### src/rtl/demux_pkg.sv
// Shared widths, FSM state codes and default bus timing for the demux chip blocks.
// The timing defaults are also used by the channel stepper.
package demux_pkg;

  localparam int CH_W = 5;

  typedef logic [2:0] state_t;

  localparam state_t IDLE  = 3'd0;
  localparam state_t SETUP = 3'd1;
  localparam state_t PULSE = 3'd2;
  localparam state_t HOLD  = 3'd3;
  localparam state_t GAP   = 3'd4;

  localparam int DEF_SETUP_CYC = 2;
  localparam int DEF_PULSE_CYC = 4;
  localparam int DEF_HOLD_CYC  = 2;
  localparam int DEF_GAP_CYC   = 2;
  localparam int DEF_CNT_W     = 8;

endpackage

### src/rtl/demux_cycle_timer.sv
// Loadable down-counter that stops at zero. Its zero flag reflects the current count, and a load takes effect on the next cycle.
// Nothing upstream can stall it: it obeys load every cycle.
module demux_cycle_timer #(
  parameter int CNT_W = 8
) (
  input  logic             clk,
  input  logic             rst,
  input  logic             load,
  input  logic [CNT_W-1:0] load_val,
  output logic             zero
);

  logic [CNT_W-1:0] cnt;

  assign zero = (cnt == '0);

  // Holding at zero keeps the maximum load value from wrapping.
  always_ff @(posedge clk) begin
    if (rst) begin
      cnt <= '0;
    end else if (load) begin
      cnt <= load_val;
    end else if (!zero) begin
      cnt <= cnt - 1'b1;
    end
  end

endmodule

### src/rtl/demux_write_ctrl.sv
// Write-cycle engine for the demux chip. cs rises 1 cycle after accept, and the period is SETUP+PULSE+HOLD+GAP+1.
// req_ready is high only in IDLE, so a request held high during a write waits for the first idle cycle.
module demux_write_ctrl
  import demux_pkg::*;
#(
  parameter int SETUP_CYC = DEF_SETUP_CYC,
  parameter int PULSE_CYC = DEF_PULSE_CYC,
  parameter int HOLD_CYC  = DEF_HOLD_CYC,
  parameter int GAP_CYC   = DEF_GAP_CYC,
  parameter bit BBM       = 1'b1,
  parameter int CNT_W     = DEF_CNT_W
) (
  input  logic            clk,
  input  logic            rst,
  input  logic            req_valid,
  output logic            req_ready,
  input  logic [CH_W-1:0] req_ch,
  input  logic            req_ena,
  output logic            ena,
  output logic            wr,
  output logic            cs,
  output logic [CH_W-1:0] set_ch,
  output logic            busy,
  output logic            done
);

  if (SETUP_CYC < 1 || SETUP_CYC >= 2**CNT_W ||
      PULSE_CYC < 1 || PULSE_CYC >= 2**CNT_W ||
      HOLD_CYC  < 1 || HOLD_CYC  >= 2**CNT_W ||
      GAP_CYC   < 0 || GAP_CYC   >= 2**CNT_W) begin : g_bad_timing
    $error("demux_write_ctrl: timing parameter out of range for CNT_W");
  end

  localparam logic [CNT_W-1:0] SETUP_LD = CNT_W'(SETUP_CYC - 1);
  localparam logic [CNT_W-1:0] PULSE_LD = CNT_W'(PULSE_CYC - 1);
  localparam logic [CNT_W-1:0] HOLD_LD  = CNT_W'(HOLD_CYC - 1);
  localparam logic [CNT_W-1:0] GAP_LD   = (GAP_CYC > 0) ? CNT_W'(GAP_CYC - 1) : '0;

  state_t           state;
  logic             ena_lat;
  logic             load;
  logic [CNT_W-1:0] load_val;
  logic             zero;

  assign req_ready = (state == IDLE);
  assign busy      = (state != IDLE);

  // The timer is reloaded on the same edge that enters each timed state.
  always_comb begin
    load     = 1'b0;
    load_val = '0;
    case (state)
      IDLE:  if (req_valid) begin load = 1'b1; load_val = SETUP_LD; end
      SETUP: if (zero) begin load = 1'b1; load_val = PULSE_LD; end
      PULSE: if (zero) begin load = 1'b1; load_val = HOLD_LD; end
      HOLD:  if (zero && GAP_CYC > 0) begin load = 1'b1; load_val = GAP_LD; end
      default: ;
    endcase
  end

  demux_cycle_timer #(.CNT_W(CNT_W)) u_timer (
    .clk      (clk),
    .rst      (rst),
    .load     (load),
    .load_val (load_val),
    .zero     (zero)
  );

  always_ff @(posedge clk) begin
    if (rst) begin
      state   <= IDLE;
      ena     <= 1'b0;
      wr      <= 1'b0;
      cs      <= 1'b0;
      set_ch  <= '0;
      done    <= 1'b0;
      ena_lat <= 1'b0;
    end else begin
      done <= 1'b0;
      case (state)
        IDLE: begin
          if (req_valid) begin
            set_ch  <= req_ch;
            cs      <= 1'b1;
            ena_lat <= req_ena;
            if (BBM) ena <= 1'b0;
            state   <= SETUP;
          end
        end
        SETUP: begin
          if (zero) begin
            wr    <= 1'b1;
            state <= PULSE;
          end
        end
        PULSE: begin
          if (zero) begin
            wr    <= 1'b0;
            state <= HOLD;
          end
        end
        HOLD: begin
          if (zero) begin
            cs    <= 1'b0;
            ena   <= ena_lat;
            done  <= 1'b1;
            state <= (GAP_CYC > 0) ? GAP : IDLE;
          end
        end
        GAP: begin
          if (zero) state <= IDLE;
        end
        default: state <= IDLE;
      endcase
    end
  end

endmodule

### config.mk
export PLATFORM = sky130hd
export DESIGN_NAME = demux_write_ctrl
export DESIGN_NICKNAME = d
export VERILOG_FILES = /design/src/rtl/demux_pkg.sv /design/src/rtl/demux_cycle_timer.sv /design/src/rtl/demux_write_ctrl.sv
export SDC_FILE = /design/constraint.sdc
export NUM_CORES = 1
export LEC_CHECK = 0
export ABC_AREA = 1
export CORE_MARGIN = 2
export CORE_UTILIZATION = 45
export DETAILED_ROUTE_END_ITERATION = 12
export GPL_TIMING_DRIVEN = 0
export PLACE_DENSITY_LB_ADDON = 0.1
export SYNTH_ARGS = -nofsm -noshare
export SYNTH_HDL_FRONTEND = slang
export SYNTH_SLANG_ARGS = --single-unit
### constraint.sdc
create_clock -name clk -period 4 [get_ports clk]
set_input_delay 1 -clock clk [delete_from_list [all_inputs] [get_ports clk]]
set_output_delay 1 -clock clk [all_outputs]
set_load 0.005 [all_outputs]
Yosys cells after proc, flatten, opt, wreduce, memory -nomap -nowiden
Cells that the tools add are included.

word-level totals
  register bits after elaboration = 21
  bits in latches = 0
  bits in writable memories = 0
  memory bits (read-only) = 0
  input bits = 9
  output and inout bits = 11
  memories = 0

cells by class
  add/subtract/negate cells = 1
  multiply operators = 0
  divide/modulo/power cells = 0
  order comparisons = 0
  eq/ne operators = 10
  shifts and indexed selects = 0
  muxes and demuxes = 23
  bitwise operators = 1
  reductions and logical operators = 12

operators with widths
  cell                                                    number
  2-to-1 mux 8 bit                                        2
  2-to-1 mux 3 bit                                        5
  one-hot mux 3 bit (5 select lines)                      1
  2-to-1 mux 1 bit                                        9
  logical NOT 8 bit                                       1
  inequality test 2 x 1 -> 1 bit (second input constant)  4
  one-hot mux 1 bit (2 select lines)                      4
  subtractor 8 x 1 -> 8 bit (second input constant)       1
  == test 3 x 2 -> 1 bit (second input constant)          2
  one-hot mux 2 bit (3 select lines)                      1
  AND reduction 3 bit                                     2
  AND reduction 5 bit                                     1
  inequality test 2 bit (second input constant)           2
  nonzero test 2 bit                                      2
  OR reduction 2 bit                                      2
  == test 3 x 1 -> 1 bit (second input constant)          1
  == test 3 bit (second input constant)                   1
  logical NOT 3 bit                                       1
  nonzero test 3 bit                                      1
  OR reduction 3 bit                                      1
  2-to-1 mux 2 bit                                        1
  AND reduction 2 bit                                     1
  NOT 1 bit                                               1

Longest topological paths before layout
  word-level depth = 4
  mapped depth = 9
  gate-level depth less buffers = 9

Modules after synthesis
A second synthesis with hierarchy kept.

unflattened totals
  cell total of the unflattened synthesis = 151
  area, all modules = 1032.2 µm²

by module, submodules not included
  module             times used  cells each  area each (µm²)
  demux_write_ctrl   1           80          569.3
  demux_cycle_timer  1           71          462.9

Least setup slack after synthesis
OpenSTA, ideal clock, no wires.

  kind = register to output
  start = register state[1]
  end = output req_ready
  data arrival time = 622 ps
  required time = 3000 ps
  path slack = 2378 ps
  cell stages (with the launch flop) = 4
  buffers on the path = 0
  cells stage by stage = dfxtp_1 nor2_4 nand2_4 inv_4

on the way
  longest elaborated chain between the ends = 1

RTL lines
  item                    RTL line                 source
  from (decl)             demux_write_ctrl.sv:39   state_t state;
  from (signal assigned)  demux_write_ctrl.sv:107  state <= (GAP_CYC > 0) ? GAP : IDLE;
  logical NOT 3 bit       demux_write_ctrl.sv:45   assign req_ready = (state == IDLE);
  to (decl)               demux_write_ctrl.sv:16   output logic req_ready,

No other way between the ends.

Worst setup path in the final report
  start = register state[0]
  end = output req_ready

Same word-level chain as after synthesis.

==> impl_metrics.csv <==
group,metric,value,unit
setup_path,start_kind,"flip-flop",
run,drv_cap,0,
synth,synth_top_area_share,0.397,
cells_and_area,diodes,0,
die,rows,17,
die,die_h,52.5,um
timing,fin_skew,0.0145,ns
grt,grt_max_degree,13,
die,fp.dieW,52.5,um
detailed_routing,drcViolationCount,0,
placed_design,port_buffers,19,
die,coreArea,2210,sq um
timing,worst_slew_pin_slew,0.443,ns
grt,antenna_found_initial,0,
cts,htreeDepth,1,
power,ir_drop,0.397,mV
cts,cts-root-buf,"clkbuf_4",
synth,synth_area_leaders,"dfxtp_1, nor2_1, nand2_1, nand3_1, inv_1",
cells_and_area,final_area,1310,sq um
synth,synth_area,1060,sq um
power,switching_share,0.460,
timing,rsz0062_at_grt,"false",
synth,syn_avg_cell_area,7.01,sq um
synth,synth_cells,151,
cells_and_area,fillers,209,
cts,postCtsResizedCells,0,
cells_and_area,finish.utilization,0.593,
grt,grt_pass1_wl,4.00,mm
timing,drv_slew,0,
timing,final_hold_viol_count,0,
outcome,status,"completed",
setup_path,cp.arrival,1.55,ns
cts,cts_tree,"yes",
synth,synth.yosys.warnings,0,
hold_path,hold_path_class,"reg -> reg",
detailed_routing,vias_per_cell,5.06,
cts,numClockSinks,21,
cts,clock_latency,0.31,ns
placed_design,pre_cts_ws,1.65,ns
power,p_per_area,773,nW/um^2
cts,cts.reportedPaths.clkPinSlew,0.13,ns
timing,setup_tns,0,ns
timing,relSlewSlack,0.703,
grt,grt-ovfl-total,0,
synth,synth-seq-cells,21,
timing,fmax,392,MHz
timing,post-route-min-period,2.55,ns
cts,cts.path.max_buffers,2,
timing,hold_slack,0.473,ns
die,ios,20,
placed_design,hpwl,1.77,mm
power,intPower,0.548,mW
power,p_leak,0.587,nW
detailed_routing,dr.pass1.iters,4,
synth,seq_area_frac_synth,0.397,
power,p_seq_frac,0.311,
cts,post_cts_buffers,0,
synth,synth_fp_nets,161,
power,clkPwrFrac,0.104,
detailed_routing,vias,1022,
detailed_routing,ant_nets,0,
grt,track_usage,0.199,
timing,fin_crit_sh,0.638,
timing,setup_ws,1.45,ns
power,combPwrFrac,0.585,
die,die-area,2760,sq um
placed_design,placed_area,1280,sq um
placed_design,place_congestion,0.835,
cts,hold_buffers,0,
grt,grt_pass1_vias,952,
synth,synth_cell_type_count,21,
setup_path,critPathRequiredTime,3.00,ns
die,initial_core_util,0.479,
detailed_routing,finalWirelength,2.35,mm
setup_path,crit_type,"reg -> out",
power,p_total,1.01,mW
timing,setup_violations,0,
detailed_routing,drt_iter0_markers,24,
cells_and_area,fin_cells,202,
cells_and_area,layout-drive-gt1-share,0.109,
placed_design,numPlacedInstances,198,
cts,cts_buffers,3,
synth,yosysTopAreaCell,"dfxtp_1",
setup_path,endpoint_kind,"output port",
setup_path,cp_max_fo,5,
detailed_routing,routedWlPerCell,11.6,um
cells_and_area,syn2layout_area_growth,23.9,%
cells_and_area,nets,185,
power,power.switching,0.466,mW
[synth_stat cells (all sizes together)]
cell	n
a21oi	11
buf	1
clkbuf	1
dfxtp	21
ha	1
inv	21
nand2	28
nand3	15
nand4	3
nor2	34
nor3	4
o21ai	10
o22ai	1
[critical path, cell delays in order, from the launching register on]
cell	delay [ns]
dfxtp_1	0.40
nor2_4	0.17
nand2_4	0.09
inv_4	0.08
clkdlybuf4s50_1	0.50
[layer usage]
layer | wire, um | global-route usage | vias up
met5 | 0 | 0 | -
met4 | 4 | 0.0940 | 0
met3 | 124 | 0.0257 | 2
met2 | 1170 | 0.327 | 30
met1 | 1050 | 0.256 | 461
li1 | - | - | 529
[area by class of cell]
type | instances | area [sq um] | share of cell area
clock buffers | 3 | 22.5 | 0.0172
flip-flops and latches | 21 | 420 | 0.321
multi-input cells | 107 | 538 | 0.410
well taps | 28 | 35.0 | 0.0267
clock inverters | 1 | 5.00 | 0.00382
repair buffers | 19 | 190 | 0.145
plain buffers | 2 | 18.8 | 0.0143
inverters | 21 | 81.3 | 0.0620
[path summary, 6_finish.rpt]
path	start	cells past startpoint	slack, ns	to
hold reg to reg	cs	2	0.47	cs
setup reg to reg	u_timer.cnt[0]	7	2.42	wr
setup / recovery	state[0]	4	1.45	req_ready
hold / removal	cs	2	0.47	cs
[cell usage in the layout, fill, tap and decap left out, types with 3 or more instances in the layout]
| master | synthesis | routed |
|---|---|---|
| nand2_4 | 3 | 3 |
| o21ai_0 | 10 | 10 |
| inv_2 | 3 | 3 |
| nand4_1 | 3 | 3 |
| nand3_1 | 13 | 13 |
| nor3_1 | 4 | 4 |
| nand2_1 | 24 | 24 |
| nor2_1 | 30 | 30 |
| clkbuf_4 | 0 | 3 |
| nor2_4 | 3 | 3 |
| clkdlybuf4s50_1 | 0 | 19 |
| inv_1 | 17 | 17 |
| a21oi_1 | 11 | 11 |
| dfxtp_1 | 21 | 21 |
[sequential cells by signal, indices dropped and copies added, names as in the netlist]
register,count
cs,1
ena_lat,1
u_timer.cnt,8
set_ch,5
state,3
done,1
ena,1
wr,1
[cells by family (layout without fill, tap and decap cells)]
group / count (synthesis) / after routing / synth area share
AO/OA/AOI/OAI: 22 / 22 / 0.105
adder cells (fa/ha/maj): 1 / 1 / 0.0118
buffers and inverters: 23 / 46 / 0.0946
flip-flops: 21 / 21 / 0.397
AND/OR/NAND/NOR: 84 / 84 / 0.391
[power groups by stage]
stage | Sequential (mW) | Combinational, mW | Clock, mW
after floorplan | 0.312 | 0.420 | 0
after global placement | 0.316 | 0.578 | 0
after detailed placement | 0.319 | 0.591 | 0
after CTS | 0.315 | 0.595 | 0.109
after global routing | 0.323 | 0.670 | 0.118
final | 0.315 | 0.593 | 0.106
No activity file was read; power rests on OpenSTA's default activity.
